### config.mk
export PLATFORM = sky130hd
export DESIGN_NAME = axilite_m_arbiter
export DESIGN_NICKNAME = d
export VERILOG_FILES = /design/src/rtl/axilite_pkg.sv /design/src/rtl/axilite_rr_pick.sv /design/src/rtl/axilite_m_arbiter.sv
export SDC_FILE = /design/constraint.sdc
export NUM_CORES = 1
export LEC_CHECK = 0
export CELL_PAD_IN_SITES_DETAIL_PLACEMENT = 1
export CELL_PAD_IN_SITES_GLOBAL_PLACEMENT = 1
export CORE_AREA = 5 5 170 172
export CTS_CLUSTER_SIZE = 8
export DETAILED_ROUTE_END_ITERATION = 10
export DIE_AREA = 0 0 175 177
export GPL_ROUTABILITY_DRIVEN = 0
export PLACE_DENSITY = 0.88
export SYNTH_ARGS = -nofsm -noshare
export SYNTH_HDL_FRONTEND = slang
export SYNTH_SLANG_ARGS = --single-unit
### constraint.sdc
create_clock -name m_axi_aclk -period 5.1 [get_ports m_axi_aclk]
set_input_delay 1.02 -clock m_axi_aclk [delete_from_list [all_inputs] [get_ports m_axi_aclk]]
set_output_delay 1.02 -clock m_axi_aclk [all_outputs]
set_load 0.01 [all_outputs]
### src/rtl/axilite_pkg.sv
// axilite_pkg: shared widths, FSM states and response codes for the AXI-Lite master arbiter
package axilite_pkg;
  localparam int ADDR_W_DEF = 32;
  localparam int DATA_W_DEF = 32;
  typedef enum logic [1:0] {ST_IDLE = 2'd0, ST_WAIT = 2'd1, ST_RESP = 2'd2} state_e;
  localparam logic [1:0] RESP_OKAY = 2'b00;
  localparam logic [1:0] RESP_ERR  = 2'b11;
endpackage

### src/rtl/axilite_rr_pick.sv
// axilite_rr_pick: first set request searching upward from last_grant+1, wrapping modulo N
module axilite_rr_pick #(
  parameter int N = 4,
  localparam int IW = $clog2(N)
) (
  input  logic [N-1:0]  req,
  input  logic [IW-1:0] last_grant,
  output logic [IW-1:0] grant,
  output logic          any
);
  logic [IW-1:0] idx;
  always_comb begin
    grant = last_grant;
    idx = '0;
    for (int k = N; k >= 1; k--) begin
      idx = IW'((int'(last_grant) + k) % N);
      if (req[idx]) grant = idx;
    end
  end
  assign any = |req;
endmodule

### src/rtl/axilite_m_arbiter.sv
// axilite_m_arbiter: round-robin arbiter serialising requester commands onto one AXI-Lite master user port
module axilite_m_arbiter
  import axilite_pkg::*;
#(
  parameter int NUM_REQ     = 4,
  parameter int ADDR_W      = ADDR_W_DEF,
  parameter int DATA_W      = DATA_W_DEF,
  parameter int TIMEOUT_CYC = 1024,
  localparam int IW = $clog2(NUM_REQ),
  localparam int CW = $clog2(TIMEOUT_CYC + 1)
) (
  input  logic                      m_axi_aclk,
  input  logic                      m_axi_aresetn,
  input  logic [NUM_REQ-1:0]        req_valid,
  input  logic [NUM_REQ-1:0]        req_we,
  input  logic [NUM_REQ*ADDR_W-1:0] req_addr,
  input  logic [NUM_REQ*DATA_W-1:0] req_wdata,
  output logic [NUM_REQ-1:0]        req_ready,
  output logic [NUM_REQ-1:0]        resp_valid,
  output logic [DATA_W-1:0]         resp_rdata,
  output logic                      resp_err,
  output logic                      busy,
  output logic [IW-1:0]             grant_id,
  output logic                      stuck,
  output logic                      write,
  output logic                      read,
  output logic [ADDR_W-1:0]         user_waddr,
  output logic [ADDR_W-1:0]         user_raddr,
  output logic [DATA_W-1:0]         user_wdata,
  input  logic [DATA_W-1:0]         user_rdata,
  input  logic                      wr_ready,
  input  logic                      rd_ready,
  input  logic                      wr_error,
  input  logic                      rd_error
);
  state_e state, state_d;
  logic [IW-1:0] last_grant, pick;
  logic any, we_q, take, done;
  logic [1:0] code;
  logic [CW-1:0] cnt;

  axilite_rr_pick #(.N(NUM_REQ)) u_pick (
    .req(req_valid),
    .last_grant(last_grant),
    .grant(pick),
    .any(any)
  );

  // completion of the opposite transfer type is ignored while waiting
  always_comb begin
    take = state == ST_IDLE && any;
    done = state == ST_WAIT && (we_q ? wr_ready : rd_ready);
    code = (we_q ? wr_error : rd_error) ? RESP_ERR : RESP_OKAY;
    state_d = take ? ST_WAIT : done ? ST_RESP : state == ST_RESP ? ST_IDLE : state;
  end

  always_ff @(posedge m_axi_aclk or negedge m_axi_aresetn)
    if (!m_axi_aresetn) state <= ST_IDLE;
    else state <= state_d;

  always_ff @(posedge m_axi_aclk or negedge m_axi_aresetn) begin
    if (!m_axi_aresetn) begin
      last_grant <= IW'(NUM_REQ - 1);
      grant_id   <= '0;
      we_q       <= 1'b0;
      write      <= 1'b0;
      read       <= 1'b0;
      req_ready  <= '0;
      resp_valid <= '0;
      resp_rdata <= '0;
      resp_err   <= 1'b0;
      busy       <= 1'b0;
      stuck      <= 1'b0;
      cnt        <= '0;
      user_waddr <= '0;
      user_raddr <= '0;
      user_wdata <= '0;
    end else begin
      write      <= 1'b0;
      read       <= 1'b0;
      req_ready  <= '0;
      resp_valid <= '0;
      if (take) begin
        grant_id  <= pick;
        we_q      <= req_we[pick];
        write     <= req_we[pick];
        read      <= !req_we[pick];
        req_ready <= NUM_REQ'(1) << pick;
        busy      <= 1'b1;
        cnt       <= '0;
        if (req_we[pick]) begin
          user_waddr <= req_addr[int'(pick)*ADDR_W +: ADDR_W];
          user_wdata <= req_wdata[int'(pick)*DATA_W +: DATA_W];
        end else user_raddr <= req_addr[int'(pick)*ADDR_W +: ADDR_W];
      end
      // the counter saturates; stuck is sticky and the wait continues
      if (state == ST_WAIT && !done) begin
        if (cnt != CW'(TIMEOUT_CYC)) cnt <= cnt + 1'b1;
        if (cnt == CW'(TIMEOUT_CYC - 1)) stuck <= 1'b1;
      end
      if (done) begin
        resp_err   <= code != RESP_OKAY;
        resp_rdata <= we_q ? '0 : user_rdata;
        resp_valid <= NUM_REQ'(1) << grant_id;
      end
      if (state == ST_RESP) begin
        last_grant <= grant_id;
        busy       <= 1'b0;
      end
    end
  end
endmodule

# After elaboration in Yosys (flattened, before gate mapping)
# Index checks and enable logic that the tools add are counted.
[totals]
reg_bits = 159
[classes]
n_lt_le_gt_ge = 5
addsub = 5
n_bitwise = 1
n_shift = 4
n_reduce_logical = 13
eq_ne = 4
n_mux = 30
[ops]
columns = ["op", "count"]
rows = [
  ["$shiftx 128x8->32", 2],
  ["$mux 11", 3],
  ["$mux 32", 1],
  ["$mux 2", 8],
  ["$lt 2x3->1 const B", 5],
  ["$add 11x1->11 const B", 1],
  ["$eq 11x10->1 const B", 1],
  ["$mux 1", 11],
  ["$ne 11x11->1 const B", 1],
  ["$bmux 1 s2", 5],
  ["$mux 4", 2],
  ["$shl 1x2->4 const A", 2],
  ["$reduce_and 2->1", 3],
  ["$add 2x1->2 const B", 2],
  ["$add 2x2->2 const B", 2],
  ["$reduce_bool 2->1", 2],
  ["$reduce_or 4->1", 1],
  ["$logic_and 1x1->1", 3],
  ["$reduce_bool 3->1", 1],
  ["$eq 2x1->1 const B", 1],
  ["$eq 2x2->1 const B", 1],
  ["$logic_not 1->1", 2],
  ["$logic_not 2->1", 1],
  ["$not 1->1", 1],
]

# Logic depth before layout (Yosys ltp)
# Gate-level depths: netlist of run 1.
[logic_depth]
word_depth = 11
depth_mapped = 8
mapped_depth_nobuf = 7

# Hierarchy
# A second synthesis of run 1 with hierarchy kept.
[hier_totals]
hier_cells = 518
hier_area_um2 = 7975.1
[by_module_without_submodules]
columns = ["mod", "seq_area_each_um2", "cells_each", "n_inst", "area_each_um2"]
rows = [
  ["axilite_m_arbiter", 3981.3, 506, 1, 7888.8],
  ["axilite_rr_pick", 0.0, 12, 1, 86.3],
]

# Worst setup path after synthesis of run 1
# Ideal clock, no wire load.
[synth_path]
path_type = "input -> register"
startpoint = "input req_valid[2]"
endpoint = "register user_wdata[16]"
path_slack_ps = 1981
n_path_buf = 2
setup_time_ps = 128
cell_stages = 7
arrival_time_ps = 2991
cell_sequence = "or2_1 o21ai_1 a211oi_2 buf_2 buf_4 mux4_2 mux2_1"
[synth_via]
elab_chain_cells = 9
[synth_rtl]
columns = ["element", "line_no", "source"]
rows = [
  ["start: declaration", "axilite_m_arbiter.sv:14", "input logic [NUM_REQ-1:0] req_valid,"],
  ["parallel branches: the longest is 9 deep, another holds $shiftx 128x8->32", "n/a", ""],
  ["end signal: assignment", "axilite_m_arbiter.sv:93", "user_wdata <= req_wdata[int'(pick)*DATA_W +: DATA_W];"],
  ["end: declaration", "axilite_m_arbiter.sv:29", "output logic [DATA_W-1:0] user_wdata,"],
]
# Several ways; the timed one is not identified. The select of a mux whose other input is x is not followed.
# A chain may end at the register's enable or synchronous reset.

# Final worst setup path of run 1
[layout_path]
startpoint = "input req_valid[2]"
endpoint = "register user_wdata[9]"
# Same word-level chain as after synthesis.

==> results.sh, run 1 <==
export IMPL_outcome="complete, no violations"
export IMPL_wl_per_cell_microns=22.82
export IMPL_grt_max_degree=101
export IMPL_power_switching_share_pct=35.58
export IMPL_postCtsHoldBufs=0
export IMPL_dp_final_hpwl_mm=24.74
export IMPL_gr_total_overflow=0
export IMPL_p_leak_uw=0.005456
export IMPL_crit_path_start="req_valid[2]"
export IMPL_period_minus_slack_ns=3.720
export IMPL_seqCellArea_sq_um=3981
export IMPL_fin_area_sq_um=13230
export IMPL_r2r_slack_ns=1.96
export IMPL_layout_drive_gt1_share_pct=11.61
export IMPL_utilization_pct=48.43
export IMPL_io_pins=445
export IMPL_p_per_area_nw_per_um2=553.4
export IMPL_min_from="resp_rdata[18]"
export IMPL_async_reset_ff_share_pct=100.0
export IMPL_multiInputGateArea_sq_um=3623
export IMPL_cts_tree="yes"
export IMPL_synthMuxAreaShare_pct=33.67
export IMPL_maxCapViolCount=0
export IMPL_synth_edff_count=0
export IMPL_die_h_microns=177
export IMPL_worstPathMaxFanout=65
export IMPL_first_global_vias=7364
export IMPL_io_buffers=444
export IMPL_path_class="primary input to register"
export IMPL_cp_end_kind="register"
export IMPL_ir_drop_mv=0.3256
export IMPL_max_slew_worst_pin_slew_ns=0.9849
export IMPL_num_rows=61
export IMPL_final_common_cell="clkdlybuf4s50_1"
export IMPL_core_region_area_sq_um=27320
export IMPL_yosys_area_share_simple_pct=10.34
export IMPL_path_clk_slew_ns=0.07
export IMPL_ys_ff_latch=159
export IMPL_start_util_pct=28.42
export IMPL_min_period_over_period_pct=72.94
export IMPL_cts_buffer_depth=2
export IMPL_seq_power_share_pct=30.0
export IMPL_p_sw_uw=2605
export IMPL_synthAdderAreaFrac_pct=0.3222
export IMPL_dr_pass1_iters=4
export IMPL_clock_sinks=159
export IMPL_viasPerCell=4.882
export IMPL_htree_num_levels=4
export IMPL_min_path_type="register to register"
export IMPL_area_growth_syn_to_layout_pct=70.39
export IMPL_wl_mm=30.90
export IMPL_grt_first_pass_wirelength_mm=45.82
export IMPL_netlist_area_sq_um=7766
export IMPL_rr_startpoint="last_grant[1]"
export IMPL_start_kind="primary input"
export IMPL_placed_area_sq_um=12610
export IMPL_cts_resized=0
export IMPL_setup_tns_final_ns=0
export IMPL_synth_net_count=862
export IMPL_final_setup_viol_count=0
export IMPL_clk_latency_ns=0.43
export IMPL_yosysUniqueCellTypes=40
export IMPL_pwr_share_comb_pct=51.3
export IMPL_avgSynthCellArea_sq_um=13.92
export IMPL_yosysSeqAreaShare_pct=51.26
export IMPL_endpoint="user_wdata[9]"
export IMPL_pwr_share_clk_pct=18.7
export IMPL_num_nets_final=1299
export IMPL_grt_usage_pct=19.43
export IMPL_rsz0062_at_grt="false"
export IMPL_p_int_uw=4718
export IMPL_ant_nets=0
export IMPL_syn_inst=558
export IMPL_fin_skew_ns=0.01708
export IMPL_drc=0
export IMPL_yosys_area_share_xor_xnor_pct=0.3383
export IMPL_die_area_sq_um=30980
export IMPL_arrival_ns=4.01
export IMPL_timing_rr_end="user_wdata[9]"
export IMPL_crit_required_ns=5.39
export IMPL_timing_fmax_mhz=268.8
export IMPL_synth_compound_area_share_pct=1.692
export IMPL_fillers=2816
export IMPL_layout_common_cells="clkdlybuf4s50_1, dfrtp_1, mux2_1"
export IMPL_first_iter_violations=176
export IMPL_ys_warn_count=0
export IMPL_report_final_slew_viol_count=0
export IMPL_synth_top_family_by_area="multiplexers"
export IMPL_vias=6610
export IMPL_synthFlopType="dfrtp_1"
export IMPL_cts_inserted_buffers=17
export IMPL_cts_root_buf="clkbuf_16"
export IMPL_die_x_microns=175
export IMPL_cts_setup_buffers=0
export IMPL_num_antenna_cells=0
export IMPL_reg2reg_depth=7
export IMPL_finalHoldViolCount=0
export IMPL_slew_headroom_pct=34.34
export IMPL_antenna_found_initial=2
## cell usage after synthesis (3+ instances only)
cell type | n | share of area, %
dfrtp_1 | 157 | 51
mux2_1 | 96 | 14
nand2_1 | 88 | 4.3
mux4_2 | 64 | 19
nand3b_1 | 32 | 3.1
clkbuf_1 | 18 | 0.87
buf_2 | 15 | 0.97
nor2_1 | 14 | 0.68
mux2i_1 | 7 | 0.90
o21ai_0 | 6 | 0.39
and3_1 | 5 | 0.40
nand2b_1 | 5 | 0.40
a21oi_1 | 4 | 0.26
inv_1 | 4 | 0.19
nor3_1 | 4 | 0.26
xor2_1 | 3 | 0.34
## critical path, cell delays in order
cell and delay [ns]:
clkdlybuf4s50_1 0.51, or2_1 0.14, o21ai_1 0.10, a211oi_4 0.30
buf_4 0.29, mux2i_1 0.34, o22a_4 0.81, mux2_1 0.41
## registers in the layout (all words and copies together) (netlist names)
| signal | cells |
|---|---|
| we_q | 1 |
| stuck | 1 |
| req_ready | 4 |
| user_waddr | 32 |
| user_raddr | 32 |
| read | 1 |
| resp_rdata | 32 |
| user_wdata | 32 |
| resp_err | 1 |
| last_grant | 2 |
| cnt | 11 |
| busy | 1 |
| write | 1 |
| state | 2 |
| grant_id | 2 |
| resp_valid | 4 |
## layer usage
layer / global-route usage (%) / part of all wire (%) / up-vias
met4: 5.499 / 2.7 / 4
met5: 0 / 0.087 / -
li1: - / - / 2925
met1: 21.32 / 37 / 3373
met2: 35.78 / 53 / 264
met3: 6.623 / 6.9 / 44
## cell families (layout without fill, tap and decap cells)
family                   Yosys count  after routing
multiplexers                     169            169
flip-flops                       159            159
XOR/XNOR                           3              3
adder cells (fa/ha/maj)            2              2
AND/OR/NAND/NOR                  163            163
AO/OA/AOI/OAI                     20             20
buffers and inverters             42            492
## power groups by stage
stage | registers [uW] | logic (uW) | clock network, uW
5_1_grt | 2280 | 4000 | 1470
3_5_place_dp | 2220 | 3830 | 0
2_1_floorplan | 2410 | 1560 | 0
3_3_place_gp | 2180 | 3730 | 0
6_report | 2190 | 3760 | 1370
4_1_cts | 2200 | 3850 | 1420
## through the flow
step,worst slack [ns],std cells,power [uW],hold slack (ns)
6_report,1.380,1354,7323,0.4655
5_1_grt,1.262,1354,7743,0.4913
4_1_cts,1.374,1354,7470,0.4709
3_5_place_dp,0.9207,1322,6050,0.4547
3_3_place_gp,1.035,1322,5911,0.4479
2_1_floorplan,1.981,558,3976,0.4597
## layout make-up
| type | count | share of cell area (%) |
|---|---|---|
| multi-input cells | 357 | 27.38 |
| flip-flops and latches | 159 | 30.09 |
| well taps | 346 | 3.272 |
| repair buffers | 455 | 34.41 |
| clock buffers | 17 | 3.215 |
| clock inverters | 15 | 1.494 |
| inverters | 5 | 0.1418 |
## worst min path at each step
stage / to / slack [ns] / depth (start not counted)
2_1_floorplan: cnt[10] / 0.46 / 1
3_3_place_gp: resp_rdata[5] / 0.45 / 2
3_5_place_dp: resp_rdata[18] / 0.45 / 2
4_1_cts: resp_rdata[18] / 0.47 / 2
5_1_grt: resp_rdata[18] / 0.49 / 2
6_report: resp_rdata[18] / 0.47 / 2
(Power assumes the default switching activity.)
==> run 2, diff against run 1 <==
--- a/config.mk
+++ b/config.mk
@@ -7,12 +7,12 @@
 export LEC_CHECK = 0
 export CELL_PAD_IN_SITES_DETAIL_PLACEMENT = 1
 export CELL_PAD_IN_SITES_GLOBAL_PLACEMENT = 1
-export CORE_AREA = 5 5 170 172
+export CORE_MARGIN = 5
+export CORE_UTILIZATION = 29
 export CTS_CLUSTER_SIZE = 8
 export DETAILED_ROUTE_END_ITERATION = 10
-export DIE_AREA = 0 0 175 177
 export GPL_ROUTABILITY_DRIVEN = 0
-export PLACE_DENSITY = 0.88
+export PLACE_DENSITY = 0.89
 export SYNTH_ARGS = -nofsm -noshare
 export SYNTH_HDL_FRONTEND = slang
 export SYNTH_SLANG_ARGS = --single-unit
==> constraint.sdc (replaced) <==
create_clock -name m_axi_aclk -period 3.55 [get_ports m_axi_aclk]
set_input_delay 0.71 -clock m_axi_aclk [delete_from_list [all_inputs] [get_ports m_axi_aclk]]
set_output_delay 0.71 -clock m_axi_aclk [all_outputs]
set_load 0.01 [all_outputs]
==> run 2 against run 1 <==
Critical path depth is 1 higher. Clock skew is 0.0065 ns lower. Sequential power is 44% higher. Core utilization is 1.4 points higher.
==> results.sh, run 2 (same netlist as run 1, synthesis figures left out) <==
export IMPL_cts_tree="yes"
export IMPL_io_pins=445
export IMPL_vias=6549
export IMPL_met2_length_mm=16.62
export IMPL_worstPathMaxFanout=36
export IMPL_finalHoldViolCount=0
export IMPL_num_rows=60
export IMPL_final_setup_viol_count=0
export IMPL_p_leak_uw=0.005485
export IMPL_timing_fmax_mhz=345.4
export IMPL_period_minus_slack_ns=2.895
export IMPL_final_cells=1355
export IMPL_setup_tns_final_ns=0
export IMPL_grt_first_pass_wirelength_mm=47.06
export IMPL_cts_setup_buffers=0
export IMPL_slew_headroom_pct=51.76
export IMPL_dp_cells=1323
export IMPL_htree_num_levels=4
export IMPL_crit_required_ns=3.85
export IMPL_start_kind="primary input"
export IMPL_path_clk_slew_ns=0.08
export IMPL_min_path_type="primary input to async pin"
export IMPL_drc=0
export IMPL_grt_usage_pct=20.31
export IMPL_maxCapViolCount=0
export IMPL_multiInputGateArea_sq_um=3623
export IMPL_die_x_microns=173.6
export IMPL_wl_per_cell_microns=22.66
export IMPL_outcome="complete, no violations"
export IMPL_io_buffers=444
export IMPL_dr_wl_met3_mm=2.304
export IMPL_rsz0062_at_grt="false"
export IMPL_seqCellArea_sq_um=3981
export IMPL_first_iter_violations=229
export IMPL_postCtsHoldBufs=0
export IMPL_layout_drive_gt1_share_pct=12.13
export IMPL_min_period_over_period_pct=81.55
export IMPL_viasPerCell=4.833
export IMPL_top_layer="met4"
export IMPL_path_class="primary input to register"
export IMPL_layout_common_cells="clkdlybuf4s50_1, dfrtp_1, mux2_1"
export IMPL_first_global_vias=7661
export IMPL_dr_pass1_iters=4
export IMPL_dp_final_hpwl_mm=24.74
export IMPL_final_common_cell="clkdlybuf4s50_1"
export IMPL_p_per_area_nw_per_um2=784.6
export IMPL_start_util_pct=29.14
export IMPL_die_area_sq_um=30150
export IMPL_die_h_microns=173.6
export IMPL_grt_max_degree=92
export IMPL_num_nets_final=1305
export IMPL_ir_drop_mv=0.3880
export IMPL_fin_skew_ns=0.01063
export IMPL_clk_latency_ns=0.43
export IMPL_cp_end_kind="register"
export IMPL_ant_nets=0
export IMPL_wl_mm=30.70
export IMPL_gr_total_overflow=0
export IMPL_cts_root_buf="clkbuf_16"
export IMPL_antenna_found_initial=0
export IMPL_clock_sinks=159
export IMPL_max_slew_worst_pin_slew_ns=0.7203
export IMPL_arrival_ns=3.19
export IMPL_core_region_area_sq_um=26650
export IMPL_fillers=2738
export IMPL_num_antenna_cells=0
export IMPL_area_growth_syn_to_layout_pct=71.13
export IMPL_cts_inserted_buffers=17
export IMPL_report_final_slew_viol_count=0
export IMPL_drt_met1_wl_mm=11.24
export IMPL_cts_resized=0
export IMPL_cts_buffer_depth=2
-- run 2: cell types whose count changed in the layout (fill, tap and decap cells not counted) --
cell       change
clkinv_4       +3
buf_12         +4
clkinv_2       -2
buf_4          +2
clkinv_8       +3
inv_6          -2
inv_8          +1
bufinv_16      -3
-- run 2: critical path, stage by stage --
cell	delay (ns)
clkdlybuf4s50_1	0.50
or2_1	0.15
o21ai_1	0.11
a211oi_4	0.32
buf_4	0.21
mux2i_1	0.33
o22a_4	0.24
buf_12	0.22
mux2_1	0.36
-- run 2: report_power, final --
| group | internal (uW) | total [uW] | switching, uW | leakage, uW |
|---|---|---|---|---|
| Sequential | 2660 | 3150 | 490 | 0.00197 |
| Combinational | 3050 | 5460 | 2410 | 0.00322 |
| Clock | 950 | 1820 | 873 | 0.000291 |
-- run 2: layer usage --
metal  global-route usage (%)  vias up
li1                         -     2929
met1                    22.18     3329
met2                    38.13      262
met3                    6.805       29
met4                    4.520        0
met5                        0        -
-- run 2: layout make-up --
class / instances / share of cell area (%)
Timing Repair Buffer: 461 / 34.97
Multi-Input combinational cell: 357 / 27.26
Clock inverter: 15 / 1.252
Clock buffer: 17 / 3.201
Inverter: 5 / 0.1412
Sequential cell: 159 / 29.96
Tap cell: 341 / 3.210
-- run 2: path summary, 6_finish.rpt --
check	startpoint	to	slack [ns]	cells past startpoint
max	req_valid[2]	user_wdata[14]	0.66	9
min	m_axi_aresetn	user_raddr[16]	0.12	1
max reg2reg	last_grant[1]	user_wdata[14]	0.91	8
min reg2reg	resp_rdata[0]	resp_rdata[0]	0.47	2
max in group asynchronous	m_axi_aresetn	user_wdata[26]	2.56	2
min in group m_axi_aclk	resp_rdata[0]	resp_rdata[0]	0.47	2
-- run 2: per-stage QoR --
stage               power (uW)  area (sq um)  setup slack [ns]  hold WS, ns  utilization (%)
finish                   10430         13290            0.6551       0.1202            49.87
global route             11070         13290            0.5804       0.1099            49.87
CTS                      10620         13290            0.6831       0.1116            49.87
detailed placement        8726         12700            0.2340       0.4553            47.65
global placement          8535         12700            0.3638       0.4487            47.65
floorplan                 5711          7766            0.7410       0.4144                -
